## config.mk

```make
export PLATFORM = sky130hd
export DESIGN_NAME = ifetch
export DESIGN_NICKNAME = d
export VERILOG_FILES = /design/src/rtl/ifetch.sv
export SDC_FILE = /design/constraint.sdc
export NUM_CORES = 1
export LEC_CHECK = 0
export CAP_MARGIN = 20
export CORE_MARGIN = 3
export CORE_UTILIZATION = 55
export DETAILED_ROUTE_END_ITERATION = 8
export PLACE_DENSITY = 0.81
export SYNTH_ARGS = -nofsm -noshare
export SYNTH_HDL_FRONTEND = slang
export SYNTH_SLANG_ARGS = --single-unit
```

## constraint.sdc

```tcl
create_clock -name i_clk -period 3.47 [get_ports i_clk]
set_input_delay 0.694 -clock i_clk [delete_from_list [all_inputs] [get_ports i_clk]]
set_output_delay 0.694 -clock i_clk [all_outputs]
set_load 0.01 [all_outputs]
```

## src/rtl/ifetch.sv

```systemverilog
// Instruction fetch: 32-bit memory words split into 16-bit instructions, buffered in a FWFT
// prefetch FIFO and presented to decode with their PC. Optional stall counter: IFETCH_PERF_EN.
module ifetch #(
  parameter int          DEPTH    = 4,
  parameter logic [31:0] RESET_PC = 32'h0
) (
  input  logic        i_clk,
  input  logic        i_rst,
  output logic        o_mem_req,
  output logic [31:0] o_mem_addr,
  input  logic        i_mem_ack,
  input  logic [31:0] i_mem_data,
  output logic [15:0] o_ir,
  output logic [31:0] o_ir_pc,
  output logic        o_ir_valid,
  input  logic        i_ir_ready,
`ifdef IFETCH_PERF_EN
  output logic [31:0] o_stall_cnt,
`endif
  input  logic        i_jump,
  input  logic [31:0] i_jump_pc
);

  localparam int AW = $clog2(DEPTH);

  typedef logic [AW-1:0] ptr_t;
  typedef logic [AW:0]   cnt_t;
  typedef enum logic [1:0] {IDLE, REQ, DISCARD} state_t;

  localparam logic [31:0] RESET_HPC = {RESET_PC[31:1], 1'b0};

  state_t      state;
  logic [31:0] fpc;
  logic [31:0] hpc;
  logic [31:0] addr_q;
  logic [15:0] mem [DEPTH];
  ptr_t        wr_ptr;
  ptr_t        rd_ptr;
  cnt_t        count;

  logic [31:0] jump_target;
  logic        can_issue;
  logic        accept;
  logic        pop;
  cnt_t        n_push;
  logic [15:0] first_hw;
  cnt_t        count_nxt;

  assign jump_target = {i_jump_pc[31:1], 1'b0};
  // Two free slots at issue time means any response fits, so the FIFO can never overflow.
  assign can_issue   = (cnt_t'(DEPTH) - count) >= cnt_t'(2);
  assign accept      = (state == REQ) && i_mem_ack && !i_jump;
  assign pop         = o_ir_valid && i_ir_ready && !i_jump;
  assign n_push      = accept ? (fpc[1] ? cnt_t'(1) : cnt_t'(2)) : cnt_t'(0);
  assign first_hw    = fpc[1] ? i_mem_data[31:16] : i_mem_data[15:0];
  assign count_nxt   = count + n_push - cnt_t'(pop);

  // While a request is pending the address comes from addr_q, so a redirect that
  // rewrites fpc cannot disturb the request still owed a response.
  assign o_mem_req  = (state != IDLE);
  assign o_mem_addr = (state == IDLE) ? {fpc[31:2], 2'b00} : addr_q;
  assign o_ir       = mem[rd_ptr];
  assign o_ir_pc    = hpc;
  assign o_ir_valid = (count != '0);

  // NOTE: all state below uses non-blocking assignments so every register samples
  // pre-edge values regardless of statement order.
  always_ff @(posedge i_clk or negedge i_rst) begin
    if (!i_rst) begin
      state  <= IDLE;
      fpc    <= RESET_HPC;
      hpc    <= RESET_HPC;
      addr_q <= {RESET_PC[31:2], 2'b00};
      wr_ptr <= '0;
      rd_ptr <= '0;
      count  <= '0;
      // NOTE: storage is reset so o_ir reads a defined 16'h0 out of reset; fine at this small depth.
      for (int i = 0; i < DEPTH; i++) mem[i] <= 16'h0;
    end else begin
      case (state)
        IDLE: begin
          if (!i_jump && can_issue) begin
            state  <= REQ;
            addr_q <= {fpc[31:2], 2'b00};
          end
        end
        REQ: begin
          if (i_mem_ack)   state <= IDLE;
          else if (i_jump) state <= DISCARD;
        end
        DISCARD: begin
          if (i_mem_ack) state <= IDLE;
        end
        default: state <= IDLE;
      endcase

      if (i_jump) begin
        fpc    <= jump_target;
        hpc    <= jump_target;
        wr_ptr <= '0;
        rd_ptr <= '0;
        count  <= '0;
      end else begin
        if (accept) begin
          mem[wr_ptr] <= first_hw;
          if (!fpc[1]) mem[wr_ptr + ptr_t'(1)] <= i_mem_data[31:16];
          wr_ptr <= wr_ptr + ptr_t'(n_push);
          fpc    <= {fpc[31:2] + 30'd1, 2'b00};
        end
        if (pop) begin
          rd_ptr <= rd_ptr + ptr_t'(1);
          hpc    <= hpc + 32'd2;
        end
        count <= count_nxt;
      end
    end
  end

`ifdef IFETCH_PERF_EN
  always_ff @(posedge i_clk or negedge i_rst) begin
    if (!i_rst) begin
      o_stall_cnt <= '0;
    end else if (!o_ir_valid && (o_stall_cnt != 32'hFFFF_FFFF)) begin
      o_stall_cnt <= o_stall_cnt + 32'd1;
    end
  end
`endif

endmodule
```

# Word level (Yosys, flattened, before mapping)
# Index checks and enable logic that the tools add are counted.
word_totals:
  register_bits: 167
op_classes:
  muxes: 28
  bitwise: 4
  eq_ne: 5
  order_cmp: 6
  addsub: 8
  reduce_logical: 16
ops:
  columns: ["op", "n"]
  rows:
  - ["32-bit 2-to-1 mux", 5]
  - ["64-bit bitwise mux", 2]
  - ["16-bit 2-to-1 mux", 5]
  - ["16-bit demux with 2-bit select", 2]
  - ["64-bit 2-to-1 mux", 1]
  - ["32-bit by 2-bit adder with 32-bit output, second input constant", 1]
  - ["16-bit binary-select mux with 2-bit select", 1]
  - ["30-bit by 1-bit adder with 30-bit output, second input constant", 1]
  - ["2-bit 2-to-1 mux", 10]
  - ["3-bit greater-or-equal comparator, second input constant", 3]
  - ["2-bit NOT with 3-bit output", 3]
  - ["1-bit logical AND", 7]
  - ["3-bit by 1-bit less-than comparator with 1-bit output, second input constant", 2]
  - ["2-bit one-hot mux with 3 select lines", 1]
  - ["2-bit nonzero test", 3]
  - ["2-bit by 1-bit adder with 2-bit output, second input constant", 2]
  - ["2-bit AND reduction", 2]
  - ["3-bit by 2-bit adder with 3-bit output", 1]
  - ["3-bit by 2-bit greater-or-equal comparator with 1-bit output, second input constant", 1]
  - ["3-bit 2-to-1 mux", 1]
  - ["3-bit inequality test, second input constant", 1]
  - ["3-bit AND reduction", 1]
  - ["3-bit nonzero test", 1]
  - ["3-bit by 1-bit subtractor with 3-bit output", 1]
  - ["9 further kinds", 9]

# Logic depth before layout (Yosys ltp)
# Gate-level depths: netlist of run 1.
depth:
  word_depth: 8
  mapped_depth: 13
  depth_no_buf: 12

# Least setup slack after synthesis of run 1
# OpenSTA, ideal clock, no wires.
synth_path:
  path_kind: "input to register"
  startpoint: "input port i_jump"
  endpoint: "register count[2]"
  required_time_ns: 3.339
  path_slack_ns: 0.632
  stages: 12
  arrival_time_ns: 2.707
  path_cell_list: "clkbuf_1 inv_1 clkbuf_1 buf_1 and2_1 ha_1 inv_1 ha_1 inv_1 fa_1 xnor2_1 nor2_1"
synth_between:
  elab_chain_len: 6
synth_lines:
  columns: ["item", "line", "text"]
  rows:
  - ["from (decl)", "20", "input logic i_jump,"]
  - ["1-bit zero test", "52, 53", null]
  - ["1-bit logical AND", "52", "assign accept = (state == REQ) && i_mem_ack && !i_jump;"]
  - ["2-bit 2-to-1 mux", "54", "assign n_push = accept ? (fpc[1] ? cnt_t'(1) : cnt_t'(2)) : cnt_t'(0);"]
  - ["3-bit by 2-bit adder with 3-bit output", "56", "assign count_nxt = count + n_push - cnt_t'(pop);"]
  - ["3-bit by 1-bit subtractor with 3-bit output", "56", null]
  - ["3-bit 2-to-1 mux (*)", "97", "if (i_jump) begin"]
  - ["to (signal assigned)", "114", "count <= count_nxt;"]
  - ["to (decl)", "39", "cnt_t count;"]
# Every way passes the cells marked *; elsewhere a longest branch is shown, timed or not.
# A chain may end at the register's enable or synchronous reset.

# Worst setup path in the final report of run 1
layout_path:
  startpoint: "register state[1]"
  endpoint: "output port o_mem_addr[8]"
layout_between:
  elab_chain_len: 2
layout_lines:
  columns: ["item", "line", "text"]
  rows:
  - ["from (decl)", "32", "state_t state;"]
  - ["from (signal assigned)", "70", "state <= IDLE;"]
  - ["from (signal assigned)", "83", "state <= REQ;"]
  - ["from (signal assigned)", "88", "if (i_mem_ack) state <= IDLE;"]
  - ["2-bit zero test", "61", "assign o_mem_addr = (state == IDLE) ? {fpc[31:2], 2'b00} : addr_q;"]
  - ["32-bit 2-to-1 mux", "61", null]
  - ["to (decl)", "10", "output logic [31:0] o_mem_addr,"]
# Every way passes these cells.

==> key figures, run 1 <==
Synthesis
  – Post-synth EDFFs: 0
  – Post-Syn Area per Cell: 9.78 um^2
  – Ys Warns: 0
  – Netlist Area Pre-Place: 9680 um^2
  – Syn Inst Count: 989
  – Synthesis-stage register bit count: 165
  – Async S/R FF share, synth: 100%
  – Main synth FF type: dfrtp_1
  – Netlist cell types: 55
  – Sequential share of the synthesized area: 42.7%

Routing
  – Avg WL per Cell: roughly 21 um
  – 1st-pass router iterations: 7
  – Via count: 8,948
  – Vias per cell: 6.72
  – Drt drc: 0
  – Post-route ant nets: 0
  – Metal3 WL: 2320 um
  – Total Wirelength: 28,300 um
  – Routed wl met2: 13,600 um
  – Max layer used: met4
  – 1st-iter DRT viols: 987
  – Met1 WL: 11,700 um

Placed design
  – RD Place Congestion: 0.861
  – Placed cells: ~1,300
  – Port Buffers: 146
  – Detailed Place HPWL: between 15,000 and 20,000 um

CTS
  – Skew-Pair Late Insertion Delay: ~0.43 ns
  – CTS resizes: 0
  – Root Driver: clkbuf_16
  – Post-CTS Setup Inserts: 0
  – Clock transition at path regs: roughly 0.060 ns
  – TritonCTS buffer count: 17
  – Hold Buf Count CTS: 0
  – CTS tree: done
  – CTS Buffer Depth: 2
  – Clk sink count: 165
  – Htree depth: 4

Global route
  – Largest net degree at the start of global routing: 78
  – Vias in the first global route: approximately 8,600
  – Grt ovf: 0
  – First-pass GRT wire length: 46,300 um
  – GRT Overall Usage: 29.3%
  – Initial antenna violation count: 1

Pwr
  – Leakage: 4.56 nW
  – VDD IR max: 0.000406 V
  – Power per cell area: 679 nW/um^2

STA
  – Hold WS: 0.250 ns
  – RSZ-0062 raised after global routing: no
  – Tmin final: 3.31 ns
  – Max-slew violation count: 0
  – Setup Skew: 0.00789 ns
  – Worst-margin pin slew: 0.839 ns
  – FMAX: 302 MHz
  – Rel. slew slack: 44.1%
  – Fin crit share: 95.4%
  – Final setup TNS: 0 ns
  – Final hold vios: 0
  – Finish-stage setup viols: 0

Die
  – Die Height: 139 um
  – Die area: 19,200 um^2
  – I/O pin cnt: approximately 150
  – Initial Util: 57.3%
  – Core Footprint: 16,900 um^2
  – Std cell rows: 47
  – Width of the chip: roughly 140 um

Setup path
  – Critical path's largest stage delay: 0.65 ns
  – Crit-path slowest cell: or2_2
  – WP data required: 2.78 ns
  – Critical-path maximum fanout: 35
  – Critical path type: register to output port
  – Startpoint Class: register
  – Worst setup EP type: output port
  – CP cell instances: or2_2 -> o21ai_0 -> clkdlybuf4s50_1
  – Arr. time, crit path: 2.62 ns

Job
  – Max Cap Viol: 0

Cells and area
  – Nets: roughly 1,200
  – P&R area growth vs syn: 23.3%
  – Layout cell share with drive strength beyond 1: 14.6%
  – Non-Filler Instances: 1,332

Hold path
  – HP Class: input pin to asynchronous set/reset pin

Status
  – Status: completed
report_power, final:
| group | total, mW | switching (mW) | internal [mW] | leakage (nW) |
|---|---|---|---|---|
| combinational | 3.26 | 1.44 | 1.82 | 2.26 |
| clock | 1.97 | 0.794 | 1.17 | 0.290 |
| sequential | 2.87 | 0.420 | 2.45 | 2.01 |
| total | 8.10 | 2.65 | 5.45 | 4.56 |
state kept, by name, indices dropped and copies added (netlist names):
name     count
mem         64
fpc         31
o_ir_pc     31
addr_q      30
count        3
rd_ptr       2
state        2
wr_ptr       2
per-stage QoR:
step                      area (um^2)  total power [mW]  worst slack [ns]  utilization [%]
final                           11900              8.10             0.161             70.7
after global routing            11900              8.48           0.00584             70.7
after CTS                       11900              8.11             0.168             70.7
after detailed placement        11300              6.12             0.394             67.0
after floorplan                  9680              4.71             0.632                -
after global placement          11300              6.01             0.470             67.0
layout by cell type, fill, tap and decap left out, types with 3 or more instances in the layout:
cell and instances:
nor2_1 37, o22a_1 32, o21ai_0 57, o22ai_1 65, a211oi_1 14, a311oi_1 7
conb_1 3, a21oi_1 47, nand3_1 23, mux2i_1 4, nand2_1 47, nor2b_1 4
mux4_2 16, nand4_1 51, o31ai_1 17, or2_2 4, nand2b_1 5, and4_1 14
ha_1 9, a31oi_1 16, xor2_1 8, buf_4 34, clkdlybuf4s50_1 144, mux2_2 67
a2bb2oi_1 32, and3_1 9, and2_1 3, or3_1 8, inv_1 33, or4_1 16
dfrtp_1 163, nor4_1 21, xnor2_1 15, nor3_1 22, clkinvlp_4 3, bufinv_16 3
clkbuf_16 17
layout make-up:
class	count	area (um^2)
well taps	220	275
clock inverters	11	149
clock buffers	21	460
flip-flops and latches	165	4130
fillers	1227	4950
inverters	34	128
diodes	1	2.50
repair buffers	180	1710
multi-input cells	700	5070
cells by family after synthesis:
family          after synthesis  share of synthesized area (%)
fa+ha+maj                    10                           1.37
flops                       165                           42.7
simple gates                280                           16.4
buf+inv                     126                           5.08
compound gates              297                           20.4
other cells                   1                         0.0388
xor+xnor                     23                           2.08
mux                          87                           11.9
routing by layer:
layer,vias up,GRT usage (%)
met5,-,0
li1,4032,-
met2,490,46.7
met3,54,5.52
met4,0,9.94
met1,4372,40.9
path summary, 6_finish.rpt:
path	from	endpoint	slack (ns)	depth (start not counted)
worst max-delay path	state[1]	o_mem_addr[8]	0.16	3
worst min-delay path	i_rst	mem[20]	0.25	1
worst max register to register	count[1]	o_ir_pc[28]	0.78	7
worst min register to register	addr_q[25]	addr_q[25]	0.50	1
max in group asynchronous	i_rst	addr_q[13]	2.40	2
min in group i_clk	addr_q[25]	addr_q[25]	0.50	1
synthesized netlist by cell type (9+ instances only):
| library cell | number | share of area (%) |
|---|---|---|
| buf_1 | 18 | 0.70 |
| o22ai_1 | 65 | 4.2 |
| mux2_2 | 67 | 7.8 |
| a211oi_1 | 14 | 1.1 |
| o31ai_1 | 17 | 1.3 |
| a31oi_1 | 16 | 1.0 |
| o21ai_0 | 57 | 2.9 |
| a21oi_1 | 47 | 2.4 |
| nand2_1 | 47 | 1.8 |
| and4_1 | 14 | 1.3 |
| a2bb2oi_1 | 32 | 2.9 |
| and3_1 | 9 | 0.58 |
| o22a_1 | 32 | 2.9 |
| nand4_1 | 51 | 3.3 |
| or4_1 | 16 | 1.2 |
| dfrtp_1 | 165 | 43 |
| nor4_1 | 21 | 1.4 |
| nor2_1 | 37 | 1.4 |
| xnor2_1 | 15 | 1.4 |
| clkbuf_1 | 65 | 2.5 |
| nor3_1 | 23 | 1.2 |
| ha_1 | 9 | 1.2 |
| inv_1 | 34 | 1.3 |
| mux4_2 | 16 | 3.7 |
| nand3_1 | 23 | 1.2 |
critical path: cells and delay by family (launching register included):
kind | cells | cell delay, ns
and+or+nand+nor | 1 | 0.65
AOI/OAI and AO/OA | 1 | 0.46
DFF | 1 | 0.46
buffers and inverters | 1 | 0.62
No activity file was read; power rests on OpenSTA's default activity.
==> inputs of run 2 (changes only) <==
- GPL_TIMING_DRIVEN: not set -> 0
==> run 2 against run 1 <==
  * The flow now finishes with violations (design-rule violations)
  * Clock skew up 0.0026 ns
  * Clock-buffer cell count down 3
  * Critical path depth rose by 1
  * Largest cell class unchanged
  * Non-clock buffer count up 58
==> key figures, run 2 (synthesis results as in run 1) <==
CTS
  – Clock transition at path regs: 0.07 ns (about the same)
  – Hold Buf Count CTS: 0 (unchanged)
  – CTS tree: done
  – Post-CTS Setup Inserts: 0 (unchanged)
  – TritonCTS buffer count: 17 (unchanged)
  – CTS Buffer Depth: 2 (unchanged)
  – Clk sink count: 165 (unchanged)
  – Root Driver: clkbuf_16
  – Htree depth: 4 (unchanged)
  – Skew-Pair Late Insertion Delay: 0.44 ns (about the same)

Placed design
  – Detailed Place HPWL: 22,100 um (+17%)
  – Port Buffers: 146 (unchanged)
  – RD Place Congestion: 1.03 (+19%)
  – Placed cells: 1,358 (+4.5%)

Cells and area
  – Nets: 1,235 (+4.9%)
  – Most common cell after layout, fill and taps aside: dfrtp_1
  – Fin util: 71.8% (+1.2 points)
  – Layout cell share with drive strength beyond 1: 12.3% (-2.3 points)
  – Most frequent cells in the layout: dfrtp_1 (164), clkdlybuf4s50_1 (145), mux2_2 (67)
  – ANT cells: 0 (-1)
  – Max FFs per register: 64 (unchanged)
  – Non-Filler Instances: 1,389 (+4.3%)
  – P&R area growth vs syn: 25.3%
  – Largest Register: mem

Status
  – Failing checks: design-rule violations
  – Status: finished with violations

Pwr
  – VDD IR max: 0.000474 V (+17%)
  – P_sw: 2.74 mW (+3.4%)
  – Leakage: 4.60 nW (+0.91%)
  – Internal Power: 5.63 mW (+3.4%)
  – Clock Power Share: 25.8% (+1.5 points)
  – Power per cell area: 691 nW/um^2 (+1.7%)
  – Fraction of power consumed by sequential logic: 34.6% (-0.9 points)
  – Switch share: 32.7% (about the same)
  – Gate power share: 39.6% (-0.6 points)

STA
  – Setup Skew: 0.0105 ns (+0.00257 ns)
  – Rel. slew slack: 35.3% (-8.8 points)
  – RSZ-0062 raised after global routing: no
  – Final hold vios: 0 (unchanged)
  – Fin crit share: 94.7% (-0.69 points)
  – Worst-margin pin slew: 0.971 ns (+0.132 ns)
  – Tmin final: 3.29 ns (-0.0241 ns)
  – FMAX: 304 MHz (+0.73%)
  – Finish-stage setup viols: 0 (unchanged)
  – Hold WS: 0.236 ns (-0.0147 ns)
  – Final setup TNS: 0 ns (unchanged)
  – Max-slew violation count: 0 (unchanged)

Setup path
  – Arr. time, crit path: 2.59 ns (-0.03 ns)
  – Worst reg2reg path endpoint: count[2]
  – Worst reg-to-reg path cell count: 8 (+1)
  – Crit-path slowest cell: clkbuf_1
  – FF-to-FF setup slack: 0.59 ns (-0.19 ns)
  – Startpoint Class: register
  – Critical path type: register to output port
  – Critical-path maximum fanout: 10 (-71%)
  – Crit-path leading delay family: buffers and inverters
  – Worst path bufs/invs: 3 (+2)
  – CP cell instances: clkbuf_1 -> buf_2 -> mux4_2 -> clkdlybuf4s50_1
  – Worst setup EP type: output port
  – Reg2reg start: state[1]
  – Critical path's largest stage delay: 0.50 ns (-0.15 ns)
  – WP data required: 2.78 ns (about the same)

Routing
  – Avg WL per Cell: 22.6 um (+6.4%)
  – Via count: 9,557 (+6.8%)
  – Drt drc: 20 (+20)
  – Post-route ant nets: 0 (unchanged)
  – Total Wirelength: 31,400 um (+11%)
  – Vias per cell: 6.88 (+2.4%)
  – 1st-iter DRT viols: 1,415 (+43%)
  – 1st-pass router iterations: 9 (+2)

Hold path
  – HP Class: input pin to asynchronous set/reset pin

Global route
  – Largest net degree at the start of global routing: 90 (+15%)
  – Vias in the first global route: 9,520 (+10%)
  – Initial antenna violation count: 1 (unchanged)
  – GRT Overall Usage: 32.5% (+3.1 points)
  – First-pass GRT wire length: 50,800 um (+9.8%)
  – Grt ovf: 0 (unchanged)

Die
  – Width of the chip: 139 um (unchanged)
  – Die Height: 139 um (unchanged)
  – Initial Util: 57.3% (unchanged)
  – I/O pin cnt: 151 (unchanged)
  – Die area: 19,200 um^2 (unchanged)
  – Std cell rows: 47 (unchanged)
  – Core Footprint: 16,900 um^2 (unchanged)

Job
  – Max Cap Viol: 0 (unchanged)
[run 2: changes by cell type in the layout (fill, tap and decap cells not counted), sizes merged]
cell	before	now
clkbuf	21	81
buf	36	30
bufinv	3	6
clkdlybuf4s50	144	145
clkinv	3	4
diode	1	0
inv	36	35
[run 2: layout make-up]
class                           count  area (um^2)
Fill cell                        1238         4760
Timing Repair Buffer              148         1500
Sequential cell                   165         4130
Clock inverter                     14          231
Multi-Input combinational cell    700         5060
Buffer                             90          367
Tap cell                          220          275
Inverter                           34          128
Clock buffer                       18          429
[run 2: power by group through the flow]
stage          logic, mW  registers, mW  clock network [mW]
2_1_floorplan       1.96           2.76                   0
3_3_place_gp        3.25           2.85                   0
3_5_place_dp        3.31           2.87                   0
4_1_cts             3.31           2.88                2.16
5_1_grt             3.54           2.96                2.25
6_report            3.32           2.90                2.16
[run 2: what timing repair did]
action                     in CTS  in global routing
pin swaps                       0                  0
resized for setup               6                  5
setup endpoints to repair      37                 14
[run 2: per-layer routing]
| layer | up-vias | GRT usage [%] | wire, um |
|---|---|---|---|
| met5 | - | 0 | 13 |
| met4 | 2 | 14.7 | 1370 |
| met3 | 143 | 8.38 | 3550 |
| met2 | 773 | 49.8 | 14000 |
| met1 | 4471 | 43.8 | 12500 |
| li1 | 4168 | - | - |
[run 2: worst max path at each step]
stage               from     endpoint  depth (start not counted)
5_1_grt           i_jump     count[2]                         13
3_3_place_gp       i_rst  o_ir_pc[31]                          1
2_1_floorplan     i_jump     count[2]                         12
3_5_place_dp      i_jump     count[2]                         13
4_1_cts           i_jump     count[2]                          9
6_report       rd_ptr[1]     o_ir[14]                          4
[run 2: through the flow]
stage | setup WS, ns | power, mW | area [um^2]
global placement | -5.24 | 6.09 | 11400
CTS | 0.0165 | 8.35 | 12100
detailed placement | -0.629 | 6.18 | 11500
floorplan | 0.632 | 4.71 | 9680
finish | 0.185 | 8.37 | 12100
global route | 0.0848 | 8.74 | 12100
==> inputs of run 3 (changes only) <==
- GPL_TIMING_DRIVEN: 0 -> not set
==> results of run 3 <==
Same layout as run 1: the final DEF is identical, and so are final timing and power.
